$ cat config.mk
export PLATFORM = sky130hd
export DESIGN_NAME = spi_regfile_periph_flat
export DESIGN_NICKNAME = d
export VERILOG_FILES = /design/src/rtl/spi_regfile_periph_if.sv /design/src/rtl/spi_regfile_periph.sv /design/src/flat_wrapper.sv
export SDC_FILE = /design/constraint.sdc
export NUM_CORES = 1
export LEC_CHECK = 0
export ABC_AREA = 1
export BUFFER_PORTS_ARGS = -buffer_cell sky130_fd_sc_hd__buf_4
export CORE_MARGIN = 4
export CORE_UTILIZATION = 55
export DETAILED_ROUTE_END_ITERATION = 8
export HOLD_SLACK_MARGIN = 0.12
export PLACE_DENSITY = 0.76
export RECOVER_POWER = 100
export SKIP_CTS_REPAIR_TIMING = 1
export SLEW_MARGIN = 15
export SYNTH_ARGS = -nofsm -noshare
export SYNTH_HDL_FRONTEND = slang
export SYNTH_SLANG_ARGS = --single-unit
$ cat constraint.sdc
create_clock -name clk -period 3.6 [get_ports clk]
set_input_delay 0.54 -clock clk [delete_from_list [all_inputs] [get_ports clk]]
set_output_delay 0.54 -clock clk [all_outputs]
set_load 0.01 [all_outputs]
$ cat src/rtl/spi_regfile_periph_if.sv
// SPI pin bundle for spi_regfile_periph.
//   sclk    : SPI clock, idle low, driven by the host
//   ncs     : chip select, active-low, driven by the host
//   copi    : host-to-peripheral data
//   cipo    : peripheral-to-host data (readback)
//   cipo_oe : pad output enable for cipo
// Modports: master = SPI host side, slave = peripheral side.
interface spi_regfile_periph_if;
  logic sclk;
  logic ncs;
  logic copi;
  logic cipo;
  logic cipo_oe;

  modport master (output sclk, output ncs, output copi, input cipo, input cipo_oe);
  modport slave  (input sclk, input ncs, input copi, output cipo, output cipo_oe);
endinterface

$ cat src/rtl/spi_regfile_periph.sv
// SPI mode-0 peripheral giving the host write (and optionally read) access
// to NUM_REGS registers of DATA_W bits each.
// Frame: R/W bit (1 = write), ADDR_W address bits, DATA_W data bits, MSB first.
// Registers change only when a complete, correctly sized frame ends, so a
// frame is atomic.
//
// Optional feature: define SPI_READBACK_EN to drive the addressed register
// on cipo during the data phase of read frames.
//
// Ports:
//   clk, rst_n    : system clock, asynchronous active-low reset
//   spi           : SPI pins (slave modport of spi_regfile_periph_if)
//   regs_out      : flat register bank, reg k at [k*DATA_W +: DATA_W]
//   wr_pulse      : one-clk strobe during the commit of a write
//   wr_addr       : address of the last committed write
//   frame_err_cnt : saturating count of frames with the wrong bit count
module spi_regfile_periph #(
  parameter int DATA_W      = 8,
  parameter int ADDR_W      = 7,
  parameter int NUM_REGS    = 5,
  parameter int SYNC_STAGES = 2
) (
  input  logic                         clk,
  input  logic                         rst_n,
  spi_regfile_periph_if.slave          spi,
  output logic [NUM_REGS*DATA_W-1:0]   regs_out,
  output logic                         wr_pulse,
  output logic [ADDR_W-1:0]            wr_addr,
  output logic [7:0]                   frame_err_cnt
);

  localparam int FRAME_LEN = 1 + ADDR_W + DATA_W;
  localparam int CNT_W     = $clog2(FRAME_LEN + 2);
  localparam int SET_W     = $clog2(SYNC_STAGES + 2);

  localparam logic [CNT_W-1:0]  CNT_FULL   = CNT_W'(FRAME_LEN);
  localparam logic [CNT_W-1:0]  CNT_SAT    = CNT_W'(FRAME_LEN + 1);
  localparam logic [SET_W-1:0]  SETTLE     = SET_W'(SYNC_STAGES + 1);
  localparam logic [ADDR_W:0]   NUM_REGS_W = (ADDR_W + 1)'(NUM_REGS);

  typedef enum logic [1:0] {IDLE, SHIFT, COMMIT, WAIT_IDLE} state_t;

  state_t state_q, state_d;

  // ---------------- synchronisers and edge detect ----------------
  logic [SYNC_STAGES-1:0] sclk_sync, ncs_sync, copi_sync;
  logic                   sclk_d, ncs_d;
  logic                   sclk_s, ncs_s, copi_s;
  logic                   sclk_rise, ncs_rise;

  // NOTE: sequential state uses non-blocking assignments so every flop
  // samples pre-edge values regardless of statement order.
  always_ff @(posedge clk or negedge rst_n) begin
    if (!rst_n) begin
      sclk_sync <= '0;
      ncs_sync  <= '1;
      copi_sync <= '0;
      sclk_d    <= 1'b0;
      ncs_d     <= 1'b1;
    end else begin
      sclk_sync <= {sclk_sync[SYNC_STAGES-2:0], spi.sclk};
      ncs_sync  <= {ncs_sync[SYNC_STAGES-2:0], spi.ncs};
      copi_sync <= {copi_sync[SYNC_STAGES-2:0], spi.copi};
      sclk_d    <= sclk_s;
      ncs_d     <= ncs_s;
    end
  end

  assign sclk_s    = sclk_sync[SYNC_STAGES-1];
  assign ncs_s     = ncs_sync[SYNC_STAGES-1];
  assign copi_s    = copi_sync[SYNC_STAGES-1];
  assign sclk_rise = sclk_s & ~sclk_d;
  assign ncs_rise  = ncs_s & ~ncs_d;

  // The ncs chain resets high, so a host already holding ncs low when reset
  // releases would look like a fresh falling edge. Until the chain and its
  // delay FF hold real pin values, a low ncs sends the FSM to WAIT_IDLE.
  logic [SET_W-1:0] settle_q;
  logic             settled;

  always_ff @(posedge clk or negedge rst_n) begin
    if (!rst_n)                settle_q <= '0;
    else if (settle_q != SETTLE) settle_q <= settle_q + 1'b1;
  end

  assign settled = (settle_q == SETTLE);

  // ---------------- frame capture ----------------
  logic [FRAME_LEN-1:0] shreg_q;
  logic [CNT_W-1:0]     cnt_q;
  logic                 frame_rw;
  logic [ADDR_W-1:0]    frame_addr;
  logic [DATA_W-1:0]    frame_data;
  logic                 addr_ok;
  logic                 start, do_write, do_err;

  assign frame_rw   = shreg_q[FRAME_LEN-1];
  assign frame_addr = shreg_q[FRAME_LEN-2 -: ADDR_W];
  assign frame_data = shreg_q[DATA_W-1:0];
  assign addr_ok    = ({1'b0, frame_addr} < NUM_REGS_W);

  // ---------------- FSM ----------------
  always_ff @(posedge clk or negedge rst_n) begin
    if (!rst_n) state_q <= IDLE;
    else        state_q <= state_d;
  end

  // NOTE: every output of this block gets a default first, so no path
  // leaves a signal unassigned and no latch is inferred.
  always_comb begin
    state_d  = state_q;
    start    = 1'b0;
    do_write = 1'b0;
    do_err   = 1'b0;
    unique case (state_q)
      IDLE: begin
        // Level test on synchronised ncs: a select that dropped while we
        // were still in COMMIT is picked up here one clk later.
        if (!ncs_s) begin
          if (settled) begin
            state_d = SHIFT;
            start   = 1'b1;
          end else begin
            state_d = WAIT_IDLE;
          end
        end
      end
      SHIFT: begin
        if (ncs_rise) state_d = COMMIT;
      end
      COMMIT: begin
        state_d = IDLE;
        if (cnt_q != CNT_FULL)       do_err   = 1'b1;
        else if (frame_rw && addr_ok) do_write = 1'b1;
      end
      WAIT_IDLE: begin
        if (ncs_s) state_d = IDLE;
      end
      default: state_d = IDLE;
    endcase
  end

  assign wr_pulse = do_write;

  always_ff @(posedge clk or negedge rst_n) begin
    if (!rst_n) begin
      shreg_q <= '0;
      cnt_q   <= '0;
    end else if (start) begin
      shreg_q <= '0;
      cnt_q   <= '0;
    end else if (state_q == SHIFT && sclk_rise) begin
      shreg_q <= {shreg_q[FRAME_LEN-2:0], copi_s};
      if (cnt_q != CNT_SAT) cnt_q <= cnt_q + 1'b1;
    end
  end

  // ---------------- register bank and status ----------------
  logic [DATA_W-1:0] regs_q [NUM_REGS];

  // NOTE: the bank is a handful of config flops, not a RAM, so it is reset
  // along with everything else and comes up at a known value.
  always_ff @(posedge clk or negedge rst_n) begin
    if (!rst_n) begin
      for (int k = 0; k < NUM_REGS; k++) regs_q[k] <= '0;
      wr_addr       <= '0;
      frame_err_cnt <= '0;
    end else begin
      for (int k = 0; k < NUM_REGS; k++) begin
        if (do_write && frame_addr == ADDR_W'(k)) regs_q[k] <= frame_data;
      end
      if (do_write) wr_addr <= frame_addr;
      if (do_err && frame_err_cnt != 8'hFF) frame_err_cnt <= frame_err_cnt + 8'd1;
    end
  end

  for (genvar g = 0; g < NUM_REGS; g++) begin : g_regs_out
    assign regs_out[g*DATA_W +: DATA_W] = regs_q[g];
  end

  // ---------------- readback ----------------
`ifdef SPI_READBACK_EN
  logic                 sclk_fall;
  logic [FRAME_LEN-1:0] shreg_next;
  logic [DATA_W-1:0]    rd_data;
  logic [DATA_W-1:0]    tx_q;
  logic                 tx_load, tx_shift;

  assign sclk_fall  = ~sclk_s & sclk_d;
  // Header as it will look after the edge being processed this clk.
  assign shreg_next = {shreg_q[FRAME_LEN-2:0], copi_s};
  assign tx_load    = (state_q == SHIFT) && sclk_rise &&
                      (cnt_q == CNT_W'(ADDR_W)) && !shreg_next[ADDR_W];
  // The falling edge right after the header leaves the MSB on cipo for the
  // first data-phase rising edge; later falling edges advance the shifter.
  assign tx_shift   = (state_q == SHIFT) && sclk_fall && (cnt_q > CNT_W'(1 + ADDR_W));

  always_comb begin
    rd_data = '0;
    for (int k = 0; k < NUM_REGS; k++) begin
      if (shreg_next[ADDR_W-1:0] == ADDR_W'(k)) rd_data = regs_q[k];
    end
  end

  always_ff @(posedge clk or negedge rst_n) begin
    if (!rst_n)        tx_q <= '0;
    else if (start)    tx_q <= '0;
    else if (tx_load)  tx_q <= rd_data;
    else if (tx_shift) tx_q <= {tx_q[DATA_W-2:0], 1'b0};
  end

  assign spi.cipo    = tx_q[DATA_W-1] & ~ncs_s;
  assign spi.cipo_oe = ~ncs_s;
`else
  assign spi.cipo    = 1'b0;
  assign spi.cipo_oe = 1'b0;
`endif

endmodule

$ cat src/flat_wrapper.sv
// flat-port wrapper written by rule: the top's interface ports become plain ports
module spi_regfile_periph_flat 
#(
  parameter int DATA_W      = 8,
  parameter int ADDR_W      = 7,
  parameter int NUM_REGS    = 5,
  parameter int SYNC_STAGES = 2
)
  (clk, rst_n, regs_out, wr_pulse, wr_addr, frame_err_cnt, spi_sclk, spi_ncs, spi_copi, spi_cipo, spi_cipo_oe);
  spi_regfile_periph_if spi_i ();
  input  logic clk;
  input  logic rst_n;
  output logic [NUM_REGS*DATA_W-1:0] regs_out;
  output logic wr_pulse;
  output logic [ADDR_W-1:0] wr_addr;
  output logic [7:0] frame_err_cnt;
  input wire logic [$bits(spi_i.sclk)-1:0] spi_sclk;
  input wire logic [$bits(spi_i.ncs)-1:0] spi_ncs;
  input wire logic [$bits(spi_i.copi)-1:0] spi_copi;
  output wire logic [$bits(spi_i.cipo)-1:0] spi_cipo;
  output wire logic [$bits(spi_i.cipo_oe)-1:0] spi_cipo_oe;
  assign spi_i.sclk = spi_sclk;
  assign spi_i.ncs = spi_ncs;
  assign spi_i.copi = spi_copi;
  assign spi_cipo = spi_i.cipo;
  assign spi_cipo_oe = spi_i.cipo_oe;
  spi_regfile_periph #(.DATA_W(DATA_W), .ADDR_W(ADDR_W), .NUM_REGS(NUM_REGS), .SYNC_STAGES(SYNC_STAGES)) u_core (.clk(clk), .rst_n(rst_n), .spi(spi_i), .regs_out(regs_out), .wr_pulse(wr_pulse), .wr_addr(wr_addr), .frame_err_cnt(frame_err_cnt));
endmodule
==> out/metrics.csv <==
stage;metric;value;unit
sta;max-slew-margin-rel;-0.3870;
sta;max_slew.worst_pin.slew;2080;ps
final_layout;nNetsFinal;495;
cts;clk_latency;350;ps
pwr;power.density;495.0;nW/um2
routing;first_iter_violations;196;
worst_setup_path;cp_data_required_time;3060;ps
die;io_pins;63;
outcome;status;complete, but fails checks;
synth;syn_area;4015;um2
final_layout;design_area;4514;um2
global_routing;grtUsageTotal;0.2083;
global_routing;overflow;0;
min_path;hold_class;in2reg;
synth;avgSynthCellArea;9.447;um2
sta;fin_skew;10.94;ps
worst_setup_path;startpoint_type;flip-flop;
synth;synth_edf_count;0;
cts;numCtsBuffers;9;
die;dieArea;8731;um2
routing;vias;3040;
global_routing;grt_pass1_vias;3035;
place;postPlaceCellArea;4494;um2
final_layout;areaGrowthSynthToFinish;12.43;%
outcome;violations;capacitance limit, slew limit;
pwr;ir_drop;0.0003114;V
worst_setup_path;cp.arrival;2460;ps
final_layout;antennaDiodeCount;0;
synth;ys_seq_elements;88;
sta;min_period_over_period;0.8338;
routing;wl;8.287;mm
die;rows;30;
cts;clk_pin_slew;80;ps
routing;viasPerCell;5.197;
cts;htree_levels;3;
min_path;hold_depth;1;
die;fp.dieW;93.44;um
sta;setup_tns;0;ps
cts;clock-sinks;88;
cts;cts-root-buf;clkbuf_8;
place;gp_congestion;0.8479;
die;die_h;93.44;um
synth;synth_cells;425;
die;start_util;0.5782;
synth;synth_ff_type;dfrtp_1;
min_path;hp-start;spi_ncs;
sta;setup_viol;0;
routing;wl_per_cell;14.17;um
cts;cts_tree;done;
sta;hold_ws;296.4;ps
routing;drtAntennaViolNets;0;
worst_setup_path;r2r_setup_slack;1340;ps
sta;rsz0062_at_grt;no;
pwr;total_leakage_power;0.002318;uW
synth;yosysUniqueCellTypes;36;
worst_setup_path;worstSetupPathType;reg2out;
worst_setup_path;crit_path_end_kind;output pin;
min_path;holdPathEnd;u_core.ncs_sync[0];
global_routing;antenna_found_initial;0;
die;core_area;6944;um2
cts;cts_buffer_depth;2;
global_routing;grt_pass1_wl;14.49;mm
place;port_buffers;60;
place;dpl.hpwl;5.689;mm
synth;yosys_warnings;0;
worst_setup_path;r2r_end;u_core.cnt_q[0];
final_layout;postLayoutCoreUtil;0.6501;
synth;synth_sequential_area_ratio;0.5494;
sta;fmax;333.2;MHz
sta;period_minus_slack;3002;ps
final_layout;drive_above_1_share;0.1063;
synth;async_flop_share;1.000;
routing;remaining_drc_errors;0;
run;cap_violations;1;
pwr;finalPower;2235;uW
sta;drv_slew;89;
routing;drt_first_pass_iters;4;
sta;hold_violations;0;
global_routing;grt_max_degree;89;
worst_setup_path;crit_fanout;33;
worst_setup_path;reg2reg_from;u_core.state_q[1];
worst_setup_path;r2r_cells;6;
worst max-delay path by stage:
stage | from | end | slack (ps) | cells past startpoint
2_1_floorplan | u_core.cnt_q[0] | wr_pulse | 1790 | 8
3_3_place_gp | u_core.cnt_q[0] | wr_pulse | 1120 | 9
3_5_place_dp | u_core.cnt_q[0] | wr_pulse | 1050 | 9
4_1_cts | u_core.cnt_q[0] | wr_pulse | 630 | 9
5_1_grt | u_core.cnt_q[0] | wr_pulse | 270 | 9
6_report | u_core.cnt_q[0] | wr_pulse | 600 | 9
routing by layer:
metal,up-vias,routed length [um],global-route usage
li1,1505,-,-
met3,19,422,0.02896
met1,1429,3698,0.2847
met2,87,3984,0.3311
met4,0,181,0.09280
met5,-,0,0
logic make-up (layout without fill, tap and decap cells):
logic type      count (synthesis)  after routing  share of synthesized area
mux                             1              1                   0.002804
other cells                     1              2                  0.0009340
fa+ha+maj                       5              5                    0.01558
compound gates                 30             30                    0.04737
xor+xnor                        8              8                    0.01745
simple gates                  224            224                     0.2898
buf+inv                        68            131                    0.07666
flops                          88             88                     0.5494
cell usage after synthesis (3+ instances only):
cell	n	area, um2
nand2_1	132	495.5
dfrtp_1	85	2127
inv_1	49	183.9
nand4_1	41	256.5
o22ai_1	16	100.1
nand3_1	13	65.06
nor2_1	12	45.04
nor2_4	7	78.83
inv_2	6	22.52
buf_4	5	37.54
ha_1	5	62.56
nand2_2	5	31.28
buf_6	4	45.04
o21ai_0	4	20.02
o21ai_1	4	20.02
xnor2_1	4	35.03
xor2_1	4	35.03
dfstp_2	3	78.83
nand4_4	3	63.81
nor2_2	3	18.77
power by group:
part	switching [uW]	total [uW]	internal (uW)	leakage, uW
Sequential	77.7	1120	1050	0.00118
Combinational	163	244	80.8	0.00101
Clock	340	866	526	0.000125
sequential cells by signal (all words and copies together) (netlist names):
| name | cells |
|---|---|
| u_core.state_q | 2 |
| u_core.copi_sync | 2 |
| u_core.sclk_sync | 2 |
| u_core.cnt_q | 5 |
| u_core.ncs_d | 1 |
| u_core.settle_q | 2 |
| u_core.wr_addr | 7 |
| u_core.regs_out | 40 |
| u_core.sclk_d | 1 |
| u_core.shreg_q | 16 |
| u_core.frame_err_cnt | 8 |
| u_core.ncs_sync | 2 |
worst max-delay path, cell delays in order (launching register included):
cell and delay, ps:
dfrtp_1 430, inv_1 100, ha_1 170, nand2_1 80, nor2_2 340, nand2_1 230, nor2_8 390, nand2_4 140
inv_1 80, clkbuf_1 150
final cells by class:
cell class	instances	area (um2)
fillers	621	2430
flip-flops and latches	88	2206
inverters	56	212.7
clock buffers	9	123.9
repair buffers	60	237.7
well taps	96	120.1
clock inverters	6	132.6
multi-input cells	270	1481
through the flow:
step | setup slack, ps | cells
after floorplan | 1792 | 426
after global placement | 1117 | 570
after detailed placement | 1053 | 570
after CTS | 633.4 | 585
after global routing | 267.5 | 585
final | 598.4 | 585
layout by cell type, fill, tap and decap left out, drive strengths merged:
cell,netlist,layout
bufinv,0,4
clkbuf,2,69
dfrtp,85,85
dfstp,3,3
o31ai,1,1
xnor2,4,4
mux2,1,1
o22ai,16,16
nand3,16,16
clkinv,0,1
nor2,24,24
ha,5,5
nand3b,1,1
conb,1,2
o21ai,10,10
clkinvlp,0,1
inv,56,56
a21oi,2,2
nand2,138,138
nand4,45,45
xor2,4,4
o211ai,1,1
Note: power is estimated with default switching activity, not from simulation.
